`config.mk`:
```
export PLATFORM = sky130hd
export DESIGN_NAME = pga_autorange
export DESIGN_NICKNAME = d
export VERILOG_FILES = /design/src/rtl/pga_autorange_pkg.sv /design/src/rtl/pga_autorange_abs_peak.sv /design/src/rtl/pga_autorange.sv
export SDC_FILE = /design/constraint.sdc
export NUM_CORES = 1
export LEC_CHECK = 0
export ABC_AREA = 1
export CAP_MARGIN = 20
export CORE_MARGIN = 5
export CORE_UTILIZATION = 47
export DETAILED_ROUTE_END_ITERATION = 10
export PLACE_DENSITY = 0.79
export SYNTH_ARGS = -nofsm -noshare
export SYNTH_HDL_FRONTEND = slang
export SYNTH_SLANG_ARGS = --single-unit
export TNS_END_PERCENT = 50
```
`constraint.sdc`:
```
create_clock -name CLK36 -period 2.8 [get_ports CLK36]
set_input_delay 0.42 -clock CLK36 [delete_from_list [all_inputs] [get_ports CLK36]]
set_output_delay 0.42 -clock CLK36 [all_outputs]
set_load 0.01 [all_outputs]
```
`src/rtl/pga_autorange_pkg.sv`:
```
// Shared definitions for the PGA autorange controller: gain limits, clip level, state encoding.
package pga_autorange_pkg;

    localparam int unsigned GAIN_W       = 2;
    localparam int unsigned SAMPLE_W     = 16;
    localparam int unsigned MAG_W        = 15;
    localparam int unsigned CLIP_LIM_DEF = 30720;

    localparam logic [GAIN_W-1:0] GAIN_MIN = 2'd0;
    localparam logic [GAIN_W-1:0] GAIN_MAX = 2'd3;

    typedef enum logic {
        ST_SETTLE  = 1'b0,
        ST_MEASURE = 1'b1
    } state_t;

    // Saturating magnitude: -32768 maps to 32767 so the result always fits MAG_W bits.
    function automatic logic [MAG_W-1:0] sat_abs(input logic [SAMPLE_W-1:0] s);
        logic [SAMPLE_W-1:0] neg;
        neg = SAMPLE_W'(~s + SAMPLE_W'(1));
        if (!s[SAMPLE_W-1])
            return s[MAG_W-1:0];
        else if (s == {1'b1, {(SAMPLE_W-1){1'b0}}})
            return {MAG_W{1'b1}};
        else
            return neg[MAG_W-1:0];
    endfunction

endpackage

```
`src/rtl/pga_autorange_abs_peak.sv`:
```
// Saturating |sample|, running peak register with clear, and combinational peak'/clip for the FSM.
module pga_autorange_abs_peak
    import pga_autorange_pkg::*;
#(
    parameter int unsigned CLIP_LIM = CLIP_LIM_DEF
) (
    input  logic                clk,
    input  logic                rst,
    input  logic [SAMPLE_W-1:0] sample,
    input  logic                vld,
    input  logic                clr,
    output logic [MAG_W-1:0]    peak_next_c,
    output logic                clip_c
);

    logic [MAG_W-1:0] mag_c;
    logic [MAG_W-1:0] peak;

    always_comb begin
        mag_c       = sat_abs(sample);
        peak_next_c = (mag_c > peak) ? mag_c : peak;
        clip_c      = {{(32-MAG_W){1'b0}}, mag_c} >= CLIP_LIM;
    end

    always_ff @(posedge clk or posedge rst) begin
        if (rst)
            peak <= '0;
        else if (clr)
            peak <= '0;
        else if (vld)
            peak <= peak_next_c;
    end

endmodule

```
`src/rtl/pga_autorange.sv`:
```
// PGA autorange controller: fast step-down on clipping, slow step-up after a quiet window,
// blanking while the PGA settles, manual gain pass-through when auto mode is off.
module pga_autorange
    import pga_autorange_pkg::*;
#(
    parameter int unsigned WINDOW    = 4096,
    parameter int unsigned SETTLE    = 256,
    parameter int unsigned CLIP_LIM  = CLIP_LIM_DEF,
    parameter int unsigned LO_THRESH = 7168
) (
    input  logic                CLK36,
    input  logic                rst,
    input  logic [SAMPLE_W-1:0] sample,
    input  logic                sample_vld,
    input  logic                auto_en,
    input  logic [GAIN_W-1:0]   manual_gain,
    output logic [GAIN_W-1:0]   gain,
    output logic                gain_chg,
    output logic                settling,
    output logic                overload
);

    localparam int unsigned WIN_W = $clog2(WINDOW);
    localparam int unsigned SET_W = $clog2(SETTLE);
    localparam int unsigned CNT_W = (WIN_W > SET_W) ? WIN_W : SET_W;

    state_t           state;
    logic [CNT_W-1:0] cnt;
    logic             auto_q;

    logic [MAG_W-1:0] peak_next_c;
    logic             clip_c;
    logic             win_end_c;
    logic             settle_end_c;
    logic             peak_clr_c;
    logic             quiet_c;
    logic             below_clip_c;

    always_comb begin
        win_end_c    = cnt == CNT_W'(WINDOW - 1);
        settle_end_c = cnt == CNT_W'(SETTLE - 1);
        quiet_c      = {{(32-MAG_W){1'b0}}, peak_next_c} < LO_THRESH;
        below_clip_c = {{(32-MAG_W){1'b0}}, peak_next_c} < CLIP_LIM;
        peak_clr_c   = (state == ST_SETTLE) || !auto_en || (sample_vld && win_end_c);
    end

    pga_autorange_abs_peak #(
        .CLIP_LIM (CLIP_LIM)
    ) u_abs_peak (
        .clk         (CLK36),
        .rst         (rst),
        .sample      (sample),
        .vld         (sample_vld),
        .clr         (peak_clr_c),
        .peak_next_c (peak_next_c),
        .clip_c      (clip_c)
    );

    always_ff @(posedge CLK36 or posedge rst) begin
        if (rst) begin
            state    <= ST_SETTLE;
            gain     <= GAIN_MIN;
            gain_chg <= 1'b0;
            settling <= 1'b1;
            overload <= 1'b0;
            cnt      <= '0;
            auto_q   <= 1'b1;
        end else begin
            gain_chg <= 1'b0;
            auto_q   <= auto_en;
            if (!auto_en) begin
                // Manual mode: follow the UI, still blank after each change.
                overload <= 1'b0;
                gain     <= manual_gain;
                if (manual_gain != gain) begin
                    gain_chg <= 1'b1;
                    state    <= ST_SETTLE;
                    settling <= 1'b1;
                    cnt      <= '0;
                end else if (sample_vld && state == ST_SETTLE) begin
                    if (settle_end_c) begin
                        state    <= ST_MEASURE;
                        settling <= 1'b0;
                        cnt      <= '0;
                    end else begin
                        cnt <= cnt + CNT_W'(1);
                    end
                end
            end else if (!auto_q) begin
                state    <= ST_SETTLE;
                settling <= 1'b1;
                cnt      <= '0;
            end else if (sample_vld) begin
                case (state)
                    ST_SETTLE: begin
                        if (settle_end_c) begin
                            state    <= ST_MEASURE;
                            settling <= 1'b0;
                            cnt      <= '0;
                        end else begin
                            cnt <= cnt + CNT_W'(1);
                        end
                    end
                    ST_MEASURE: begin
                        // Clip beats the window-end decision, even on the last sample.
                        if (clip_c && gain != GAIN_MIN) begin
                            gain     <= gain - GAIN_W'(1);
                            gain_chg <= 1'b1;
                            state    <= ST_SETTLE;
                            settling <= 1'b1;
                            cnt      <= '0;
                        end else begin
                            if (clip_c)
                                overload <= 1'b1;
                            if (win_end_c) begin
                                cnt <= '0;
                                if (below_clip_c)
                                    overload <= 1'b0;
                                if (quiet_c && gain != GAIN_MAX) begin
                                    gain     <= gain + GAIN_W'(1);
                                    gain_chg <= 1'b1;
                                    state    <= ST_SETTLE;
                                    settling <= 1'b1;
                                end
                            end else begin
                                cnt <= cnt + CNT_W'(1);
                            end
                        end
                    end
                    default: state <= ST_SETTLE;
                endcase
            end
        end
    end

endmodule

```
Word-level counts from Yosys, hierarchy flattened
Index checks and enable logic that the tools add are counted.
Storage, ports and cells
  bits in registers: 34
  bits of input ports: 22
  output and inout bits: 5
  logic and storage cells: 106
Cells by class
  add/subtract/negate cells: 4
  magnitude comparators: 4
  equality and inequality tests: 14
  muxes and demuxes: 58
  bitwise gates (word level): 2
  reductions and logical operators: 16
Operators with widths (count)
  12-bit two-way mux: 8
  15-bit two-way mux: 5
  1-bit two-way mux: 35
  12-bit case mux with 2 select lines: 1
  16-bit equality test, second input constant: 1
  15-bit by 1-bit adder with 15-bit output, second input constant: 1
  15-bit greater-or-equal comparator, second input constant: 1
  15-bit > comparator: 1
  15-bit by 13-bit < comparator with 1-bit output, second input constant: 1
  15-bit < comparator, second input constant: 1
  15-bit inverter: 1
  2-bit two-way mux: 7
  12-bit by 1-bit adder with 12-bit output, second input constant: 1
  12-bit equality test, second input constant: 1
  12-bit by 8-bit equality test with 1-bit output, second input constant: 1
  5-bit by 3-bit inequality test with 1-bit output, second input constant: 2
  4-bit AND reduction: 2
  2-bit inequality test, second input constant: 3
  3-bit by 1-bit inequality test with 1-bit output, second input constant: 2
  3-bit nonzero test: 2
  5-bit AND reduction: 1
  1-bit logical AND: 4
  2-bit by 1-bit inequality test with 1-bit output, second input constant: 2
  1-bit case mux with 2 select lines: 2
  other kinds (10): 12

Longest topological paths before layout
  word-level depth: 15
  depth in mapped cells: 27
  depth with buffers taken out: 26

Modules after synthesis
A second synthesis with hierarchy kept.
Second synthesis, totals
  cell total of the unflattened synthesis: 496
  area, all modules: 3283.1 um^2
By module, submodules not included
  pga_autorange_abs_peak: times used 1, cells an instance 311, area each 1965.6 um^2, sequential area each 375.4 um^2
  pga_autorange: times used 1, cells an instance 185, area each 1317.5 um^2, sequential area each 478.0 um^2

Worst setup path before layout
Ideal clock, no wire load.
  kind: input-to-reg
  from: input port sample[15]
  to: register gain[0]
  setup time: 0.117 ns
  arrival: 2.879 ns
  required time: 2.683 ns
  setup slack: -0.195 ns
  stages on the path: 20
  buffers on the path: 2
  cells stage by stage: buf_4 > clkbuf_1 > o21ai_0 > xnor2_1 > or2_2 > ha_1 > nand2_1 > nor2_1 > nand4_1 > or2_1 > nand2_2 > nand2_1 > nand2_1 > nand3_1 > nand2_1 > nand2_1 > nand2_1 > nand2_1 > nand2_1 > nand2_1
On the way
  word-level cells in the longest chain between the ends: 10
Ends and longest elaborated chain
  from (decl): RTL line pga_autorange.sv:13  | input logic [SAMPLE_W-1:0] sample,
  16-bit equality test: RTL line pga_autorange_pkg.sv:23  | else if (s == {1'b1, {(SAMPLE_W-1){1'b0}}})
  15-bit two-way mux: RTL line pga_autorange_pkg.sv:23
  15-bit two-way mux *: RTL line pga_autorange_pkg.sv:21  | if (!s[SAMPLE_W-1])
  parallel branches: the longest is 7 deep, another holds 15-bit > comparator
  to (signal assigned): RTL line pga_autorange.sv:74  | gain <= manual_gain;
  to (signal assigned): RTL line pga_autorange.sv:107  | gain <= gain - GAIN_W'(1);
  to (signal assigned): RTL line pga_autorange.sv:120  | gain <= gain + GAIN_W'(1);
  to (decl): RTL line pga_autorange.sv:17  | output logic [GAIN_W-1:0] gain,
Mark *: on every way between the ends. The select of a mux whose other input is x is not followed.
A chain may end at the register's enable or synchronous reset.

Worst setup path after layout
  from: input port sample[1]
  to: register gain[0]
On the way
  word-level cells in the longest chain between the ends: 11
Ends and longest elaborated chain
  15-bit inverter: RTL line pga_autorange_pkg.sv:20  | neg = SAMPLE_W'(~s + SAMPLE_W'(1));
  15-bit by 1-bit adder with 15-bit output: RTL line pga_autorange_pkg.sv:20
  15-bit two-way mux: RTL line pga_autorange_pkg.sv:23
  15-bit two-way mux *: RTL line pga_autorange_pkg.sv:21
  parallel branches: the longest is 7 deep, another holds 15-bit > comparator
Marked as above.

==> flow_metrics.env <==
export IMPL_final_core_utilization_pct=73.8
export IMPL_final_period_utilization_pct=102
export IMPL_report_final_setup_viol=5
export IMPL_clock_sinks=34
export IMPL_route_met3_wl_um=386
export IMPL_critical_path_top_delay_family="simple AND/OR/NAND/NOR gates"
export IMPL_delay_contributed_by_the_slowest_stage_of_the_critical_path_ps=320
export IMPL_hold_path_cell_count=2
export IMPL_synth_compound_gate_area_share_pct=10.2
export IMPL_fin_total_pwr_mw=1.72
export IMPL_timing_critical_path_from="sample[1]"
export IMPL_regToRegSetupSlack_ps=580
export IMPL_critical_path_n_buffers_inverters=4
export IMPL_cts_root_to_sink_buffers=2
export IMPL_multiInputGateArea_um2=2110
export IMPL_clock_fmax_mhz=351
export IMPL_hpwl_um=5220
export IMPL_insertedDiodeCount=0
export IMPL_drtPass1Iterations=5
export IMPL_vias=3071
export IMPL_area_growth_pct=55.3
export IMPL_crit_path_start_kind="input port"
export IMPL_cp_cell_sequence="buf_8, inv_6, ha_4, nand2_4, nor2_4, buf_4, o21ai_0, nand3_1, ha_4, nand2_2, nor2_2, nand4_1, or2_4, nand2_8, inv_4, nand2_2, nand2_2, nor2_2, nand2_2, nand2_2, nand2_4, nand2_2, nand2_1, nand2_1"
export IMPL_preCtsSetupSlack_ps=-799
export IMPL_failing_checks="negative setup slack"
export IMPL_final_setup_worst_slack_ps=-52.0
export IMPL_drt_vias_per_instance=5.27
export IMPL_regToRegStartpoint="u_abs_peak.peak[12]"
export IMPL_die_width_um=86.9
export IMPL_required_ps=3030
export IMPL_synth_simple_gate_area_share_pct=36.5
export IMPL_remaining_drc_errors=0
export IMPL_slew_viol_final=0
export IMPL_timing_critical_path_mode_cell="sky130_fd_sc_hd__nand2_2"
export IMPL_measured_slew_at_the_worst_slew_check_pin_ps=497
export IMPL_syn_area_um2=2780
export IMPL_timing_worst_setup_path_type="in2reg"
export IMPL_fp_dieArea_um2=7550
export IMPL_clock_insertion_delay_worst_skew_ps=300
export IMPL_fillCellCount=405
export IMPL_critPathCapture="gain[0]"
export IMPL_grt_pass1_wl_um=12900
export IMPL_clock_tree_root_cell="sky130_fd_sc_hd__clkbuf_8"
export IMPL_route_final_wire_length_um=8090
export IMPL_cellPowerDensity_nw_per_um2=398
export IMPL_timing_hold_violations_final=0
export IMPL_seqCellArea_um2=853
export IMPL_synth_xor_xnor_area_share_pct=4.10
export IMPL_critical_path_slowest_cell="sky130_fd_sc_hd__ha_4"
export IMPL_period_minus_slack_ps=2850
export IMPL_reg2regPathDepth=17
export IMPL_postSynthNetCount=438
export IMPL_crit_path_max_fanout=8
export IMPL_async_reset_ff_share_pct=100
export IMPL_synth_lib_cells_used_distinct=45
export IMPL_total_leakage_power_nw=2.05
export IMPL_main_synth_ff_type="sky130_fd_sc_hd__dfrtp_1"
export IMPL_hold_class="reg2reg"
export IMPL_cts_inserted_buffers=5
export IMPL_number_of_buffers_inserted_for_hold_repair_after_clock_tree_synthesis=0
export IMPL_number_of_synthesized_flops_with_an_enable_pin=0
export IMPL_route_met2_wl_um=4460
export IMPL_floorplan_core_area_um2=5850
export IMPL_finClkSkew_ps=9.23
export IMPL_design_portCount=27
export IMPL_unrepaired_setup_endpoints_after_global_routing="true"
export IMPL_die_height_um=86.9
export IMPL_dominant_combinational_cell_family_by_area_after_synthesis="simple AND/OR/NAND/NOR gates"
export IMPL_initial_core_util_pct=47.5
export IMPL_count_of_maximum_capacitance_violations=0
export IMPL_htree_num_levels=2
export IMPL_io_buffer_count=26
export IMPL_post_synth_fa_ha_maj_area_fraction_pct=7.65
export IMPL_synthMuxAreaShare_pct=0.360
export IMPL_finalNetCount=546
export IMPL_critPathArrivalTime_ps=3080
export IMPL_final_layout_size_suffix_gt1_share_pct=43.5
export IMPL_drt_met1_wl_um=3040
export IMPL_largest_net_degree_at_the_start_of_global_routing=35
export IMPL_postRouteAntennaNets=0
export IMPL_worst_setup_hold_path_clk_slew_ps=70
export IMPL_final_setup_tns_ps=-194
export IMPL_initial_antenna_violation_count=0
export IMPL_regToRegEndpoint="gain[0]"
export IMPL_status="finished, violations left"
export IMPL_postSynthAreaPerCell_um2=6.96
export IMPL_synth_seq_area_share_pct=30.7
export IMPL_overflow=0
export IMPL_number_of_global_route_vias_before_repair=3032
export IMPL_relSlewSlack_pct=66.8
export IMPL_clock_tree_from_tritoncts="yes"
export IMPL_routabilityCongestion=0.940
export IMPL_timing_critical_path_to_type="flop"
export IMPL_grt_total_usage_pct=21.1
export IMPL_vdd_drop_max_mv=0.336
export IMPL_cp_num_cells=24
export IMPL_yosys_warning_count=0
export IMPL_post_synth_inst_count=399
export IMPL_postSynthRegisterBits=34
export IMPL_detail_route_wl_per_cell_um=13.9
export IMPL_rows=28
export IMPL_number_of_drc_markers_after_the_initial_detailed_route_iteration=195
export IMPL_highest_layer="met4"
## stage by stage
step	area, um^2	std cells	hold slack (ps)
after global routing	4320	583	510
after global placement	3590	553	460
after floorplan	2840	399	424
after CTS	4100	578	494
final	4320	583	491
after detailed placement	3590	553	484
## cell type report
| class | count | share of cell area, % |
|---|---|---|
| inverters | 67 | 6.18 |
| repair buffers | 106 | 20.4 |
| well taps | 75 | 2.17 |
| clock inverters | 3 | 1.04 |
| flip-flops and latches | 34 | 19.8 |
| multi-input cells | 293 | 48.9 |
| clock buffers | 5 | 1.59 |
## layout by cell type (no fill, tap or decap), drive strengths merged, types with 2 or more instances in the layout
cell / synthesis / layout
xnor2: 4 / 4
o21ai: 25 / 25
clkdlybuf4s50: 0 / 10
clkdlybuf4s15: 0 / 4
or2: 5 / 5
dfrtp: 32 / 32
buf: 4 / 83
a21oi: 13 / 13
nand4: 6 / 6
inv: 66 / 66
nand3: 39 / 39
dfstp: 2 / 2
clkinvlp: 0 / 2
nor3: 7 / 7
clkbuf: 1 / 10
nor2: 38 / 38
dlygate4sd2: 0 / 4
ha: 17 / 17
nand2: 116 / 116
o211ai: 2 / 2
xor2: 9 / 9
## kinds of logic after synthesis
logic type	Yosys count
AND/OR/NAND/NOR	214
buffers and inverters	72
AO/OA/AOI/OAI	48
flip-flops	34
adder cells (fa/ha/maj)	17
XOR/XNOR	13
multiplexers	1
## layer usage
layer	up-vias	track usage, %
li1	1491	-
met1	1455	23.6
met2	98	40.4
met3	27	2.55
met4	0	7.65
met5	-	0
## state kept, by name, indices dropped and copies added, names as in the netlist
name             cells
gain                 2
overload             1
settling             1
state                1
gain_chg             1
u_abs_peak.peak     15
cnt                 12
auto_q               1
## Yosys cell counts (2+ instances only)
library cell / instances / area [um^2]
sky130_fd_sc_hd__xor2_1: 9 / 78.8
sky130_fd_sc_hd__nor2_2: 12 / 75.1
sky130_fd_sc_hd__a21oi_1: 13 / 65.1
sky130_fd_sc_hd__nor3_1: 6 / 30.0
sky130_fd_sc_hd__nand4_1: 5 / 31.3
sky130_fd_sc_hd__dfstp_2: 2 / 52.6
sky130_fd_sc_hd__dfrtp_1: 32 / 801
sky130_fd_sc_hd__nor2_4: 2 / 22.5
sky130_fd_sc_hd__nand2_2: 4 / 25.0
sky130_fd_sc_hd__o21ai_0: 23 / 115
sky130_fd_sc_hd__xnor2_1: 4 / 35.0
sky130_fd_sc_hd__or2_2: 4 / 25.0
sky130_fd_sc_hd__nand3_2: 2 / 20.0
sky130_fd_sc_hd__nor2_1: 24 / 90.1
sky130_fd_sc_hd__inv_1: 63 / 236
sky130_fd_sc_hd__ha_1: 17 / 213
sky130_fd_sc_hd__nand2_1: 110 / 413
sky130_fd_sc_hd__nand3_1: 35 / 175
sky130_fd_sc_hd__buf_6: 2 / 22.5
sky130_fd_sc_hd__inv_2: 2 / 7.51
sky130_fd_sc_hd__nand2_4: 2 / 22.5
sky130_fd_sc_hd__nand3_4: 2 / 35.0
sky130_fd_sc_hd__o211ai_1: 2 / 15.0
## power by group
part           switching (mW)  internal, mW
combinational           0.360         0.326
clock                   0.201         0.265
sequential             0.0358         0.531
## timing repair
item,in CTS,in global routing
setup buffers,17,5
cloned,0,0
resized for setup,90,70
pin swaps,44,46
endpoints found under the setup margin,21,20
## worst register-to-register path, delay by kind of cell (launching register included)
family	cells	cell delay [ps]
flops	1	390
buf+inv	2	150
fa+ha+maj	1	280
simple gates	14	1340
## worst min-delay path by stage
| stage | from | to | slack (ps) |
|---|---|---|---|
| floorplan | auto_en | auto_q | 420 |
| detailed placement | settling | settling | 480 |
| CTS | settling | settling | 490 |
| finish | settling | settling | 490 |
| global route | settling | settling | 510 |
| global placement | settling | settling | 460 |
(Power assumes the default switching activity.)
